### src/rtl/branch_predictor_2bit_if.sv
// Fetch/execute-side bundle of the 2-bit branch predictor: IF lookup, EX training, perf counters.
// The slave modport is the predictor; the master modport is the pipeline driving it.
interface branch_predictor_2bit_if #(
    parameter int CNT_W = 32
);
    logic [31:0]      pc_IF;
    logic             pred_taken_IF;
    logic [31:0]      pred_pc_IF;
    logic             upd_valid_EX;
    logic [6:0]       op_ex;
    logic [31:0]      pc_EX;
    logic             taken_EX;
    logic [31:0]      target_EX;
    logic             comp_o;
    logic [CNT_W-1:0] br_count;
    logic [CNT_W-1:0] mp_count;

    modport slave (
        input  pc_IF, upd_valid_EX, op_ex, pc_EX, taken_EX, target_EX, comp_o,
        output pred_taken_IF, pred_pc_IF, br_count, mp_count
    );

    modport master (
        output pc_IF, upd_valid_EX, op_ex, pc_EX, taken_EX, target_EX, comp_o,
        input  pred_taken_IF, pred_pc_IF, br_count, mp_count
    );
endinterface

### src/rtl/branch_predictor_2bit.sv
// Direct-mapped BTB with 2-bit saturating counters: zero-latency lookup on pc_IF,
// single-edge training from EX, no backpressure; lookup never sees a same-cycle update.
module branch_predictor_2bit #(
    parameter int ENTRIES = 64,
    parameter int INDEX_W = 6,
    parameter int CNT_W   = 32
) (
    input logic                    clk,
    input logic                    rst,
    branch_predictor_2bit_if.slave bp
);
    localparam int TAG_W = 30 - INDEX_W;
    localparam logic [6:0] OP_BRANCH = 7'b1100011;
    localparam logic [6:0] OP_JAL    = 7'b1101111;
    localparam logic [6:0] OP_JALR   = 7'b1100111;

    logic [ENTRIES-1:0] valid_q;
    logic [TAG_W-1:0]   tag_q    [ENTRIES];
    logic [31:0]        target_q [ENTRIES];
    logic [1:0]         ctr_q    [ENTRIES];
    logic [CNT_W-1:0]   br_count_q, br_count_d;
    logic [CNT_W-1:0]   mp_count_q, mp_count_d;

    logic [INDEX_W-1:0] idx_if, idx_ex;
    logic [TAG_W-1:0]   tag_if, tag_ex;
    logic               hit_if, hit_ex;
    logic               is_branch, is_jump, upd_en;
    logic               wr_en;
    logic [1:0]         wr_ctr;
    logic [31:0]        wr_target;
    logic               unused_pc_lsbs;

    assign idx_if = bp.pc_IF[INDEX_W+1:2];
    assign tag_if = bp.pc_IF[31:INDEX_W+2];
    assign idx_ex = bp.pc_EX[INDEX_W+1:2];
    assign tag_ex = bp.pc_EX[31:INDEX_W+2];
    assign unused_pc_lsbs = ^{bp.pc_IF[1:0], bp.pc_EX[1:0]};

    assign hit_if           = valid_q[idx_if] && (tag_q[idx_if] == tag_if);
    assign bp.pred_taken_IF = hit_if && ctr_q[idx_if][1];
    assign bp.pred_pc_IF    = bp.pred_taken_IF ? target_q[idx_if] : bp.pc_IF + 32'd4;

    assign is_branch = (bp.op_ex == OP_BRANCH);
    assign is_jump   = (bp.op_ex == OP_JAL) || (bp.op_ex == OP_JALR);
    assign upd_en    = bp.upd_valid_EX && (is_branch || is_jump);
    assign hit_ex    = valid_q[idx_ex] && (tag_q[idx_ex] == tag_ex);

    always_comb begin
        wr_en     = 1'b0;
        wr_ctr    = ctr_q[idx_ex];
        wr_target = target_q[idx_ex];
        if (upd_en) begin
            if (is_jump) begin
                wr_en     = 1'b1;
                wr_ctr    = 2'b11;
                wr_target = bp.target_EX;
            end else if (hit_ex) begin
                wr_en = 1'b1;
                if (bp.taken_EX) begin
                    wr_target = bp.target_EX;
                    if (ctr_q[idx_ex] != 2'b11) wr_ctr = ctr_q[idx_ex] + 2'd1;
                end else if (ctr_q[idx_ex] != 2'b00) begin
                    wr_ctr = ctr_q[idx_ex] - 2'd1;
                end
            end else if (bp.taken_EX) begin
                // Taken miss evicts whatever aliases this index.
                wr_en     = 1'b1;
                wr_ctr    = 2'b10;
                wr_target = bp.target_EX;
            end
        end
    end

    always_comb begin
        br_count_d = br_count_q;
        mp_count_d = mp_count_q;
        if (upd_en && (br_count_q != {CNT_W{1'b1}})) br_count_d = br_count_q + 1'b1;
        if (upd_en && bp.comp_o && (mp_count_q != {CNT_W{1'b1}})) mp_count_d = mp_count_q + 1'b1;
    end

    always_ff @(posedge clk or posedge rst) begin
        if (rst) begin
            valid_q    <= '0;
            br_count_q <= '0;
            mp_count_q <= '0;
            for (int i = 0; i < ENTRIES; i++) ctr_q[i] <= 2'b01;
        end else begin
            br_count_q <= br_count_d;
            mp_count_q <= mp_count_d;
            if (wr_en) begin
                valid_q[idx_ex] <= 1'b1;
                ctr_q[idx_ex]   <= wr_ctr;
            end
        end
    end

    // Tag/target need no reset: they are only observed through a set valid bit.
    always_ff @(posedge clk) begin
        if (wr_en) begin
            tag_q[idx_ex]    <= tag_ex;
            target_q[idx_ex] <= wr_target;
        end
    end

    assign bp.br_count = br_count_q;
    assign bp.mp_count = mp_count_q;
endmodule

### src/flat_wrapper.sv
// flat-port wrapper written by rule: the top's interface ports become plain ports
module branch_predictor_2bit_flat 
#(
    parameter int ENTRIES = 64,
    parameter int INDEX_W = 6,
    parameter int CNT_W   = 32
)
  (clk, rst, bp_pc_IF, bp_upd_valid_EX, bp_op_ex, bp_pc_EX, bp_taken_EX, bp_target_EX, bp_comp_o, bp_pred_taken_IF, bp_pred_pc_IF, bp_br_count, bp_mp_count);
  branch_predictor_2bit_if #(.CNT_W(CNT_W)) bp_i ();
  input logic clk;
  input logic rst;
  input wire logic [$bits(bp_i.pc_IF)-1:0] bp_pc_IF;
  input wire logic [$bits(bp_i.upd_valid_EX)-1:0] bp_upd_valid_EX;
  input wire logic [$bits(bp_i.op_ex)-1:0] bp_op_ex;
  input wire logic [$bits(bp_i.pc_EX)-1:0] bp_pc_EX;
  input wire logic [$bits(bp_i.taken_EX)-1:0] bp_taken_EX;
  input wire logic [$bits(bp_i.target_EX)-1:0] bp_target_EX;
  input wire logic [$bits(bp_i.comp_o)-1:0] bp_comp_o;
  output wire logic [$bits(bp_i.pred_taken_IF)-1:0] bp_pred_taken_IF;
  output wire logic [$bits(bp_i.pred_pc_IF)-1:0] bp_pred_pc_IF;
  output wire logic [$bits(bp_i.br_count)-1:0] bp_br_count;
  output wire logic [$bits(bp_i.mp_count)-1:0] bp_mp_count;
  assign bp_i.pc_IF = bp_pc_IF;
  assign bp_i.upd_valid_EX = bp_upd_valid_EX;
  assign bp_i.op_ex = bp_op_ex;
  assign bp_i.pc_EX = bp_pc_EX;
  assign bp_i.taken_EX = bp_taken_EX;
  assign bp_i.target_EX = bp_target_EX;
  assign bp_i.comp_o = bp_comp_o;
  assign bp_pred_taken_IF = bp_i.pred_taken_IF;
  assign bp_pred_pc_IF = bp_i.pred_pc_IF;
  assign bp_br_count = bp_i.br_count;
  assign bp_mp_count = bp_i.mp_count;
  branch_predictor_2bit #(.ENTRIES(ENTRIES), .INDEX_W(INDEX_W), .CNT_W(CNT_W)) u_core (.clk(clk), .rst(rst), .bp(bp_i));
endmodule
### config.mk
export PLATFORM = sky130hd
export DESIGN_NAME = branch_predictor_2bit_flat
export DESIGN_NICKNAME = d
export VERILOG_FILES = /design/src/rtl/branch_predictor_2bit_if.sv /design/src/rtl/branch_predictor_2bit.sv /design/src/flat_wrapper.sv
export SDC_FILE = /design/constraint.sdc
export NUM_CORES = 2
export LEC_CHECK = 0
export ABC_CLOCK_PERIOD_IN_PS = 23800
export CORE_MARGIN = 1.5
export CORE_UTILIZATION = 50
export CTS_BUF_LIST = sky130_fd_sc_hd__clkbuf_8
export DETAILED_ROUTE_END_ITERATION = 12
export GPL_ROUTABILITY_DRIVEN = 0
export PLACE_DENSITY = 0.64
export REMOVE_ABC_BUFFERS = 1
export SLEW_MARGIN = 20
export SYNTH_ARGS = -nofsm -noshare
export SYNTH_HDL_FRONTEND = slang
export SYNTH_SLANG_ARGS = --single-unit
### constraint.sdc
create_clock -name clk -period 23.8 [get_ports clk]
set_input_delay 3.57 -clock clk [delete_from_list [all_inputs] [get_ports clk]]
set_output_delay 3.57 -clock clk [all_outputs]
set_load 0.005 [all_outputs]
Yosys cells after proc, flatten, opt, wreduce, memory -nomap -nowiden. Memories as Yosys holds them, arrays and structs flattened. Cells that the tools add are included.

Register bits after elaboration: 256. RAM bits: 3584. Input bits: 108. Output and inout port bits: 97. Word-level logic and storage cells: 138. Memories kept: 2.

Memories: u_core.target_q (depth 64, bits a word 32, read ports 1, clocked after memory_dff 0, wr ports 1, line branch_predictor_2bit.sv:19) `logic [31:0] target_q [ENTRIES];`; u_core.tag_q (depth 64, bits a word 24, read ports 2, clocked after memory_dff 0, wr ports 1, line branch_predictor_2bit.sv:18) `logic [TAG_W-1:0] tag_q [ENTRIES];`.

Add/sub/neg operators: 5. Order comparisons: 6. Equality and inequality tests: 10. Mux-type cells: 32. Bitwise gates (word level): 3. Reduce and logical (&&, ||, !) cells: 13.

Operator list (number): 128-bit bitwise mux (1); 32-bit 2-to-1 mux (4); 32-bit by 1-bit adder with 32-bit output (second input constant) (2); 32-bit inequality test (second input constant) (2); 64-bit OR (1); 24-bit equality test (2); 32-bit by 3-bit adder with 32-bit output (second input constant) (1); 2-bit binary-select mux with 6-bit select (2); 2-bit 2-to-1 mux (12); 7-bit equality test (second input constant) (3); 7-bit greater-or-equal comparator (second input constant) (2); 6-bit by 7-bit < comparator with 1-bit output (second input constant) (2); 6-bit inverter with 7-bit output (2); 1-bit binary-select mux with 6-bit select (2); 2-bit demux with 6-bit select (1); 1-bit logical AND (9); 1-bit 2-to-1 mux (9); 7-bit by 1-bit < comparator with 1-bit output (second input constant) (1); 1-bit demux with 6-bit select (1); 6-bit by 1-bit greater-or-equal comparator with 1-bit output (second input constant) (1); 3-bit inequality test (second input constant) (1); 3-bit AND reduction (1); 2-bit by 1-bit adder with 2-bit output (second input constant) (1); 1-bit logical OR (2); 4 further kinds (4).

Longest topological paths before layout.
Word-level depth: 11. Mapped depth: 19. Gate-level depth less buffers: 11.

Worst setup path before layout. Ideal clock, no wire load.

Kind: in2out. Start point: input bp_pc_IF[2]. End point: output bp_pred_pc_IF[10]. Arrival: 7.553 ns. Required time: 20.230 ns. Slack: 12.677 ns. Stages: 15. Path buffers: 10. Cells stage by stage: buf_2 buf_4 buf_4 buf_2 buf_2 buf_2 buf_2 buf_2 clkbuf_1 buf_2 mux4_2 mux4_2 mux4_2 nand2_1 o21ai_0.

Word-level cells in the longest chain between the ends: 6. Elaborated cells on any way between the ends: 13.

Ends and longest elaborated chain: from (decl) (line flat_wrapper.sv:12) `input wire logic [$bits(bp_i.pc_IF)-1:0] bp_pc_IF;`; parallel branches: the longest is 5 deep, another holds memory 64 x 24 bit; 32-bit 2-to-1 mux * (line branch_predictor_2bit.sv:41) `assign bp.pred_pc_IF = bp.pred_taken_IF ? target_q[idx_if] : bp.pc_IF + 32'd4;`; to (decl) (line flat_wrapper.sv:20) `output wire logic [$bits(bp_i.pred_pc_IF)-1:0] bp_pred_pc_IF;`.

Mark *: on every way between the ends. The select of a mux whose other input is x is not followed.

Final worst setup path.
Start point: input bp_pc_IF[3]. End point: output bp_pred_pc_IF[7].

The elaborated chain is that of the path after synthesis.

==> reports/results.txt <==
CTS tree: built
Power per cell area: 74.47 mW/mm2
Routed wire per std cell: 39.28 um
Largest family of logic cells by synthesized area: multiplexers
Max VDD drop: 0.00006366 V
Worst hold stages: 1
Final nets: 8,501
Crit. Startpoint: bp_pc_IF[3]
Hold Crit Class: reg -> reg
Slew margin rel.: 13.63%
Critical Path End Type: output pin
Mapped Cells: 7,813
Worst Setup EP: bp_pred_pc_IF[7]
Via count: 90,890
Max clock buf depth: 4
Static Leak: 59.06 nW
Slowest-stage cell, CP: buf_4
Num ports: 205
Total grt overflow: 0
Fin. max-slew vios: 0
# setup viols final: 0
Via density: 6.883
RSZ-0062 raised after global routing: false
Routed WL: 518,600 um
Area Growth Syn to Fin: 12.28%
DRC: 0
Clock Latency Late Sink: 1.21 ns
Worst Tran Pin Value: 1.282 ns
Number of setup buffers added after CTS: 0
Critical Path, Cell by Cell: buf_8 > buf_4 > buf_4 > mux4_2 > mux4_2 > mux4_2 > xnor2_1 > nand4_1 > nor4_1 > nand4_1 > nor4_4 > buf_4 > a21oi_1 > o21ai_1 > clkdlybuf4s50_1
Die W: 572.7 um
CP Data Arrival Time: 11.25 ns
Initial DRC count: 13,390
Post-synthesis adder-cell area fraction: 0.02930%
WP depth: 15
Startpoint Class: primary input
Sw Share: 23.72%
Synthesized area: 0.1623 mm2
Reg2reg path depth: 12
Drt first pass iters: 8
Synth Area in XOR/XNOR: 0.7233%
Post-route cell area: 0.1822 mm2
Synth Area in Compound Gates: 3.390%
DP Cell Count: 12,060
RR Startpoint: u_core.valid_q[51]$_DFFE_PP0P_
Overall power: 13.57 mW
Max frequency: 0.06747 GHz
Layout cell share with drive strength beyond 1: 32.50%
CTS root buf: clkbuf_8
Largest net degree at the start of global routing: 136
Register area share after synthesis: 70.33%
Final setup TNS: 0 ns
Most used DFF post-synth: edfxtp_1
GRT Total Usage: 31.52%
Worst Path Buf+Inv: 5
Slowest stage delay, CP: 0.88 ns
Simple-Gate Fraction of Synth Area: 2.002%
Filler cell count in the final layout: 24,030
Initial Util: 50.40%
Endpoints failing hold: 0
Hold_buf cts: 0
Post-route minimum period: 14.82 ns
Synth Warn #: 0
Clock Power Share: 39.1%
Post-placement cell area: 0.1708 mm2
Flop2flop setup slack: 17.08 ns
Setup Skew: 0.05821 ns
Core Area: 0.3219 mm2
Final worst slack: 8.979 ns
Sink Count: 3,840
Global-route wire length before repair: 711,400 um
Internal: 10.35 mW
Combinational Power Share: 6.4%
Final std cells w/o fill: 13,200
Die height: 572.7 um
Reg2Reg Capture Point: u_core.tag_q[24][19]$_DFFE_PP_
Sequential Power Share: 54.5%
Htree depth: 6
Seq cells post-synth: 3,840
Site row count: 208
Unique masters post-synth: 77
Die ar.: 0.3279 mm2
Period utilization: 62.27%
Post-synth EDFFs: 3,584
CP max FO: 71
Switching power: 3.218 mW
Crit-path leading delay family: buffers and inverters
Avg Cell Area, Syn: 20.77 um2
Post-synthesis mux area share: 22.02%
Critical Path RT: 20.23 ns
Clock Pin Slew Worst Setup and Hold Paths: 0.05 ns
Post-synth ARST share: 6.667%
Initial antenna violation count: 39
Max-cap check violation count: 0
CP Class: in -> out
DP Worst Slack: 9.138 ns
Post_cts resized: 0
Port bufs: 202
HPWL after DPL: 273,500 um
Status: finished clean
Number of antenna-violating nets in the routed design: 0
Total CTS buffers: 631
Vias in the first global route: 91,040
[cells in the mapped netlist (12+ instances only)]
library cell | number | area share [%]
mux4_2 | 1363 | 19
buf_4 | 23 | 0.11
xor2_1 | 56 | 0.30
a22oi_1 | 216 | 1.0
o211ai_1 | 13 | 0.060
a21oi_1 | 59 | 0.18
o21ai_0 | 67 | 0.21
nand4_1 | 39 | 0.15
a31oi_1 | 55 | 0.21
nor3_1 | 38 | 0.12
xnor2_1 | 78 | 0.42
a221oi_1 | 95 | 0.51
clkbuf_1 | 270 | 0.62
or2_2 | 12 | 0.046
nand3_1 | 121 | 0.37
a21o_1 | 53 | 0.25
dfrtp_1 | 192 | 3.0
a22o_1 | 20 | 0.11
inv_1 | 20 | 0.046
nor2_1 | 159 | 0.37
buf_2 | 176 | 0.54
dfstp_2 | 64 | 1.0
nand2_1 | 175 | 0.40
buf_1 | 75 | 0.17
mux2i_1 | 315 | 1.9
a211oi_1 | 49 | 0.23
o22ai_1 | 50 | 0.19
edfxtp_1 | 3584 | 66
and3_1 | 26 | 0.10
mux2_2 | 167 | 1.2
[final cells by class]
class / count / area (um2) / share of cell area (%)
inverters: 23 / 100.1 / 0.05494
well taps: 4305 / 5386 / 2.957
clock inverters: 487 / 2482 / 1.363
flip-flops and latches: 3840 / 114100 / 62.63
clock buffers: 644 / 8864 / 4.865
multi-input cells: 3405 / 47070 / 25.84
diodes: 11 / 27.53 / 0.01511
repair buffers: 489 / 4144 / 2.275
[routing by layer]
metal  part of all wire (%)  vias to the layer above  global-route usage [%]
met5                  0.043                        -                       0
met4                    6.6                       34                   18.27
met3                     11                     1455                   7.454
met2                     47                     6188                   49.24
met1                     35                    48490                   40.72
li1                       -                    34720                       -
[metrics by stage]
step | hold slack (ns) | util (%)
2_1_floorplan | 0.4435 | -
6_report | 0.4817 | 56.59
5_1_grt | 0.4856 | 56.59
3_3_place_gp | 0.4565 | 53.05
3_5_place_dp | 0.4656 | 53.05
4_1_cts | 0.4766 | 56.58
[placed cells by master, fill, tap and decap left out, types with 37 or more instances in the layout]
cell type / synthesis / layout
dfstp_2: 64 / 64
a21oi_1: 59 / 59
xor2_1: 56 / 56
a21o_1: 53 / 53
inv_1: 20 / 223
nor2_1: 159 / 79
clkbuf_8: 0 / 645
nor2_4: 0 / 73
a221oi_1: 95 / 94
mux2_2: 167 / 167
buf_4: 23 / 275
clkinv_1: 0 / 168
mux4_2: 1363 / 1363
nand2_1: 175 / 174
a22oi_1: 216 / 216
xnor2_1: 78 / 78
a31oi_1: 55 / 55
mux2i_1: 315 / 315
o21ai_0: 67 / 67
dfrtp_1: 192 / 192
clkinv_2: 0 / 55
nand4_1: 39 / 39
a211oi_4: 0 / 40
buf_2: 176 / 53
clkdlybuf4s50_1: 0 / 137
edfxtp_1: 3584 / 3584
nand3_1: 121 / 119
o22ai_1: 50 / 37
[sequential cells by signal, indices dropped and copies added, names as in the netlist]
| register | count |
|---|---|
| u_core.target_q | 2048 |
| u_core.tag_q | 1536 |
| u_core.ctr_q | 128 |
| u_core.valid_q | 64 |
| u_core.bp.br_count | 32 |
| u_core.bp.mp_count | 32 |
[cell families (layout without fill, tap and decap cells)]
kind of cell	Yosys count	after routing
AO/OA/AOI/OAI	759	759
AND/OR/NAND/NOR	663	663
XOR/XNOR	134	134
flip-flops	3840	3840
other	0	11
multiplexers	1845	1845
buffers and inverters	568	1643
adder cells (fa/ha/maj)	4	4
[worst min path at each step]
| stage | from | endpoint |
|---|---|---|
| 3_5_place_dp | u_core.valid_q[29]$_DFFE_PP0P_ | u_core.valid_q[29]$_DFFE_PP0P_ |
| 4_1_cts | u_core.valid_q[29]$_DFFE_PP0P_ | u_core.valid_q[29]$_DFFE_PP0P_ |
| 5_1_grt | u_core.valid_q[54]$_DFFE_PP0P_ | u_core.valid_q[54]$_DFFE_PP0P_ |
| 6_report | u_core.valid_q[54]$_DFFE_PP0P_ | u_core.valid_q[54]$_DFFE_PP0P_ |
| 3_3_place_gp | u_core.valid_q[55]$_DFFE_PP0P_ | u_core.valid_q[55]$_DFFE_PP0P_ |
| 2_1_floorplan | u_core.valid_q[37]$_DFFE_PP0P_ | u_core.valid_q[37]$_DFFE_PP0P_ |
[power groups by stage]
stage	logic [mW]	registers (mW)	clock network, mW
3_5_place_dp	0.861	7.53	0
6_report	0.869	7.39	5.31
4_1_cts	0.861	7.39	5.37
2_1_floorplan	0.381	7.53	0
3_3_place_gp	0.849	7.53	0
5_1_grt	0.902	7.39	5.66
Power figures use the tool's default switching activity.
